--- config.mk ---
export PLATFORM = sky130hd
export DESIGN_NAME = emesh_wr_buffer
export DESIGN_NICKNAME = d
export VERILOG_FILES = /design/src/rtl/emesh_pkg.sv /design/src/rtl/emesh_fifo_core.sv /design/src/rtl/emesh_wr_buffer.sv
export SDC_FILE = /design/constraint.sdc
export NUM_CORES = 1
export LEC_CHECK = 0
export ABC_AREA = 1
export BUFFER_PORTS_ARGS = -buffer_cell sky130_fd_sc_hd__buf_4
export CAP_MARGIN = 20
export CORE_MARGIN = 2
export CORE_UTILIZATION = 40
export CTS_BUF_LIST = sky130_fd_sc_hd__clkbuf_16
export DETAILED_ROUTE_END_ITERATION = 10
export PLACE_DENSITY_LB_ADDON = 0.2
export SKIP_LAST_GASP = 1
export SYNTH_ARGS = -nofsm -noshare
export SYNTH_HDL_FRONTEND = slang
export SYNTH_SLANG_ARGS = --single-unit
--- constraint.sdc ---
create_clock -name clk -period 9.6 [get_ports clk]
set_input_delay 0.48 -clock clk [delete_from_list [all_inputs] [get_ports clk]]
set_output_delay 0.48 -clock clk [all_outputs]
set_load 0.1 [all_outputs]
--- src/rtl/emesh_pkg.sv ---
// emesh_pkg: eMesh packet width, field offsets and packet type shared by the write buffer
package emesh_pkg;
  localparam int PW        = 104;
  localparam int WRITE_BIT = 0;
  localparam int DMODE_LSB = 1;
  localparam int CTRL_LSB  = 3;
  localparam int DST_LSB   = 8;
  localparam int DATA_LSB  = 40;
  localparam int SRC_LSB   = 72;
  typedef logic [PW-1:0] emesh_packet_t;
endpackage

--- src/rtl/emesh_fifo_core.sv ---
// emesh_fifo_core: FWFT packet storage with pointers and occupancy count (push/pop/full/empty/count)
module emesh_fifo_core import emesh_pkg::*; #(
  parameter int DEPTH = 8,
  localparam int AW = $clog2(DEPTH)
) (
  input  logic          clk,
  input  logic          rst,
  input  logic          push,
  input  logic          pop,
  input  emesh_packet_t wdata,
  output emesh_packet_t rdata,
  output logic          full,
  output logic          empty,
  output logic [AW:0]   count
);
  emesh_packet_t mem [DEPTH];
  logic [AW-1:0] wr_ptr, rd_ptr;
  always_ff @(posedge clk)
    if (push) mem[wr_ptr] <= wdata;
  // DEPTH is a power of two, so pointer wrap is the natural AW-bit rollover
  always_ff @(posedge clk or posedge rst)
    if (rst) begin
      wr_ptr <= '0;
      rd_ptr <= '0;
      count  <= '0;
    end else begin
      wr_ptr <= push ? wr_ptr + 1'b1 : wr_ptr;
      rd_ptr <= pop ? rd_ptr + 1'b1 : rd_ptr;
      count  <= (push & ~pop) ? count + 1'b1 : (pop & ~push) ? count - 1'b1 : count;
    end
  assign rdata = mem[rd_ptr];
  assign full  = count == (AW+1)'(DEPTH);
  assign empty = count == '0;
endmodule

--- src/rtl/emesh_wr_buffer.sv ---
// emesh_wr_buffer: elastic FWFT write-packet buffer between esaxi write channel and eMesh tx; drops non-writes
// Ports: clk, rst (async high), in_access/in_packet/in_wait (slave side), out_access/out_packet/out_wait (tx side),
//   err_drop (sticky) / err_clr, level (occupancy). Optional stat_pkts/stat_stall with EMESH_WRBUF_STATS_EN.
module emesh_wr_buffer import emesh_pkg::*; #(
  parameter int DEPTH = 8,
  localparam int AW = $clog2(DEPTH)
) (
  input  logic          clk,
  input  logic          rst,
  input  logic          in_access,
  input  emesh_packet_t in_packet,
  output logic          in_wait,
  output logic          out_access,
  output emesh_packet_t out_packet,
  input  logic          out_wait,
  output logic          err_drop,
  input  logic          err_clr,
  output logic [AW:0]   level
`ifdef EMESH_WRBUF_STATS_EN
  ,output logic [31:0]  stat_pkts,
  output logic [31:0]   stat_stall
`endif
);
  logic full, empty, accept, push, drop, pop;
  // in_wait comes from registered count only, so a pop while full does not free a slot until next cycle
  assign in_wait    = full;
  assign out_access = ~empty;
  assign accept     = in_access & ~in_wait;
  assign push       = accept & in_packet[WRITE_BIT];
  assign drop       = accept & ~in_packet[WRITE_BIT];
  assign pop        = out_access & ~out_wait;
  emesh_fifo_core #(.DEPTH(DEPTH)) u_core (
    .clk   (clk),
    .rst   (rst),
    .push  (push),
    .pop   (pop),
    .wdata (in_packet),
    .rdata (out_packet),
    .full  (full),
    .empty (empty),
    .count (level)
  );
  always_ff @(posedge clk or posedge rst)
    if (rst) err_drop <= 1'b0;
    else if (drop) err_drop <= 1'b1;
    else if (err_clr) err_drop <= 1'b0;
`ifdef EMESH_WRBUF_STATS_EN
  always_ff @(posedge clk or posedge rst)
    if (rst) begin
      stat_pkts  <= '0;
      stat_stall <= '0;
    end else if (err_clr) begin
      stat_pkts  <= '0;
      stat_stall <= '0;
    end else begin
      stat_pkts  <= pop ? stat_pkts + 1'b1 : stat_pkts;
      stat_stall <= (in_access & in_wait & (stat_stall != '1)) ? stat_stall + 1'b1 : stat_stall;
    end
`endif
endmodule

==> results.cfg <==
[sta]
final_hold_viol_count = 0
finalSetupTns_ps = 0
max_freq_ghz = 0.196
setup-violations-final = 0
slew_headroom_pct = 25.0
rsz0062_at_grt = false
finalMaxSlewViolations = 0
final_setup_skew_ps = 16.0
period_share_pct = 53.1
actual_transition_at_the_worst_max_transition_pin_ps = 1130
fin_worst_hold_slack_ps = 46.2
timing.final.crit_period_ps = 5100

[setup_path]
cp_data_arrival_time_ps = 4620
worst_setup_path_start_kind = flip-flop
worstReg2RegEnd = u_core.mem[7][58]$_DFFE_PP_
setup.reg_to_reg.worst_slack_ps = 5710
path_max_fanout = 225
worst_r2r_startpoint = u_core.count[0]$_DFFE_PP0P_
cp_cell_sequence = buf_12 > buf_4 > buf_4 > o21ai_0 > o21ai_0 > nand2_1 > nand2_1 > buf_4
crit_path_max_incr_delay_ps = 820
crit_type = reg2out
slowest_stage_cell_cp = sky130_fd_sc_hd__buf_4
setup.worst_path.end_class = primary output
crit_path_frequent_cell = sky130_fd_sc_hd__buf_4
timing.reg2reg.worst_path_depth = 6
cp.required_ps = 9120

[floorplan]
die_width_um = 294
core_region_area_um2 = 83300
die-area_um2 = 86200
initial_core_util_pct = 40.3
rows = 106
floorplan.io_pins = 220
die_height_um = 294

[final_layout]
final_nets = 3151
synthesis_to_layout_area_growth_pct = 16.0
final_layout_size_suffix_gt1_share_pct = 12.2
design_area_um2 = 38900

[detailed_routing]
drt-initial-drc-count = 1456
number_of_design_rule_violations_left_after_detail_routing = 0
avgViaCountPerCell = 5.07
wl_per_cell_um = 19.5
drt-pass1-iter-count = 8
total_via_count_after_detailed_routing = 21200
drt.antenna.violating_nets = 0
drt_wl_total_mm = 81.6

[place]
gp_weighted_congestion = 0.754
portBuffers = 219
dpl-instance-area_um2 = 36200
dp.final_hpwl_mm = 40.8

[synthesis]
syn-instance-count = 2852
netlist_area_um2 = 33500
total_nets_after_synthesis = 2967
yosysUniqueCellTypes = 25
avgSynthCellArea_um2 = 11.8
synth.yosys.warnings = 0
synth_sequential_area_ratio_pct = 75.3
ys_seq_elements = 843

[hold_path]
min_delay_src = err_clr
min-delay-path-class = in2reg
hold-path-endpoint = err_drop$_DFFE_PP0P_
worstHoldPathCells = 2

[clock_network]
clockRootBuffer = sky130_fd_sc_hd__clkbuf_16
cts-htree-levels = 3
clk_pin_slew_ps = 50
clk_path_buf_depth = 3
cts_tree = done
clk-insertion-delay-late_ps = 630
clock-sinks = 843
tritoncts.num_buffers = 90

[global_route]
grt_util_all_layers_pct = 18.8
global_route_wire_length_before_repair_mm = 124
initial_antenna_violation_count = 11
grt_pass1_vias = 20600
grt_max_degree = 226
grt_overflow = 0

[status]
outcome = finished clean

[run]
max_cap_viol_count = 0
-- cells in the mapped netlist --
master	number	area share (%)
sky130_fd_sc_hd__a21oi_1	1	0.015
sky130_fd_sc_hd__inv_2	2	0.022
sky130_fd_sc_hd__xor2_1	2	0.052
sky130_fd_sc_hd__xnor2_1	3	0.078
sky130_fd_sc_hd__buf_1	11	0.12
sky130_fd_sc_hd__clkinv_1	1	0.011
sky130_fd_sc_hd__inv_1	13	0.15
sky130_fd_sc_hd__clkbuf_2	1	0.015
sky130_fd_sc_hd__fa_1	1	0.060
sky130_fd_sc_hd__o22ai_1	1	0.019
sky130_fd_sc_hd__or2_2	1	0.019
sky130_fd_sc_hd__buf_2	60	0.90
sky130_fd_sc_hd__o21ai_1	162	2.4
sky130_fd_sc_hd__nand3_1	6	0.090
sky130_fd_sc_hd__dfrtp_1	11	0.82
sky130_fd_sc_hd__nand2_1	1174	13
sky130_fd_sc_hd__edfxtp_1	832	74
sky130_fd_sc_hd__ha_1	5	0.19
sky130_fd_sc_hd__nand4_1	3	0.056
sky130_fd_sc_hd__nor3_1	4	0.060
sky130_fd_sc_hd__clkbuf_1	80	0.90
sky130_fd_sc_hd__buf_4	7	0.16
sky130_fd_sc_hd__nor2_1	214	2.4
sky130_fd_sc_hd__o21ai_0	256	3.8
sky130_fd_sc_hd__buf_6	1	0.034
-- cell usage in the layout (no fill, tap or decap) --
| master | count |
|---|---|
| sky130_fd_sc_hd__bufinv_16 | 3 |
| sky130_fd_sc_hd__xnor2_1 | 3 |
| sky130_fd_sc_hd__inv_8 | 1 |
| sky130_fd_sc_hd__inv_1 | 40 |
| sky130_fd_sc_hd__buf_12 | 3 |
| sky130_fd_sc_hd__o21ai_0 | 256 |
| sky130_fd_sc_hd__nand4_1 | 3 |
| sky130_fd_sc_hd__inv_4 | 2 |
| sky130_fd_sc_hd__nand2_1 | 1174 |
| sky130_fd_sc_hd__a21oi_1 | 1 |
| sky130_fd_sc_hd__inv_6 | 4 |
| sky130_fd_sc_hd__clkinv_1 | 18 |
| sky130_fd_sc_hd__o22ai_1 | 1 |
| sky130_fd_sc_hd__nor2_4 | 4 |
| sky130_fd_sc_hd__clkinv_8 | 1 |
| sky130_fd_sc_hd__dfrtp_1 | 8 |
| sky130_fd_sc_hd__dlygate4sd3_1 | 1 |
| sky130_fd_sc_hd__clkinvlp_4 | 1 |
| sky130_fd_sc_hd__buf_4 | 247 |
| sky130_fd_sc_hd__xor2_1 | 2 |
| sky130_fd_sc_hd__ha_1 | 5 |
| sky130_fd_sc_hd__clkinv_2 | 11 |
| sky130_fd_sc_hd__clkbuf_16 | 92 |
| sky130_fd_sc_hd__edfxtp_1 | 832 |
| sky130_fd_sc_hd__diode_2 | 3 |
| sky130_fd_sc_hd__or2_2 | 1 |
| sky130_fd_sc_hd__inv_16 | 1 |
| sky130_fd_sc_hd__buf_16 | 1 |
| sky130_fd_sc_hd__nand3_1 | 6 |
| sky130_fd_sc_hd__nor2_1 | 210 |
| sky130_fd_sc_hd__o21ai_1 | 162 |
| sky130_fd_sc_hd__nor3_2 | 4 |
| sky130_fd_sc_hd__fa_1 | 1 |
| sky130_fd_sc_hd__dfrtp_4 | 3 |
-- area by class of cell --
type / count / area (µm²)
Clock buffer: 92 / 2300
Inverter: 16 / 72.6
Timing Repair Buffer: 252 / 1950
Antenna cell: 3 / 7.51
Tap cell: 1080 / 1350
Multi-Input combinational cell: 1833 / 7560
Sequential cell: 843 / 25300
Clock inverter: 66 / 393
Fill cell: 7482 / 44400
-- through the flow --
stage          setup slack, ps  util, %  instances
6_report                  4500     46.7       4185
5_1_grt                   4070     46.7       4185
4_1_cts                   4400     46.7       4181
3_5_place_dp              5100     43.4       4022
3_3_place_gp              5170     43.4       4021
2_1_floorplan              252        -       2852
-- how the worst max path moves through the flow --
stage	from	endpoint	slack [ps]	cells after the start
final	u_core.rd_ptr[0]$_DFFE_PP0P_	out_packet[5]	4500	8
after floorplan	u_core.count[0]$_DFFE_PP0P_	u_core.mem[5][0]$_DFFE_PP_	250	4
after global placement	u_core.rd_ptr[0]$_DFFE_PP0P_	out_packet[5]	5170	8
after CTS	u_core.rd_ptr[0]$_DFFE_PP0P_	out_packet[67]	4400	8
after global routing	u_core.rd_ptr[0]$_DFFE_PP0P_	out_packet[5]	4070	8
after detailed placement	u_core.rd_ptr[0]$_DFFE_PP0P_	out_packet[67]	5100	8
-- critical path: cells and delay by family, from the launching register on --
family                 cells  cell delay, ps
AO/OA/AOI/OAI              2             380
flip-flops                 1             670
AND/OR/NAND/NOR            2             240
buffers and inverters      4            2560
-- per-layer routing --
layer	vias up	track usage (%)	wire (µm)
met5	-	0	106
met4	16	5.41	1940
met3	128	3.78	4770
met2	523	31.2	39100
met1	10400	25.2	35700
li1	10100	-	-
-- flip-flops by register name, summed over array words and instances, names as in the netlist --
signal / count
err_drop: 1
u_core.mem: 832
u_core.count: 4
u_core.rd_ptr: 3
u_core.wr_ptr: 3
-- cells by family (layout without fill, tap and decap cells) --
logic type / Yosys count / in the layout / share of synthesized area (%)
AO/OA/AOI/OAI: 420 / 420 / 6.27
adder cells (fa/ha/maj): 6 / 6 / 0.246
flip-flops: 843 / 843 / 75.3
AND/OR/NAND/NOR: 1402 / 1402 / 15.8
buffers and inverters: 176 / 426 / 2.30
other: 0 / 3 / 0
XOR/XNOR: 5 / 5 / 0.131
-- what timing repair did --
action                    CTS  global route
hold buffers                1             0
setup buffers               0             0
resized for setup           0             0
hold endpoints to repair   11             0
Power is not shown: default switching activity piles up to over one toggle a cycle in this logic, so the estimate is an artifact.
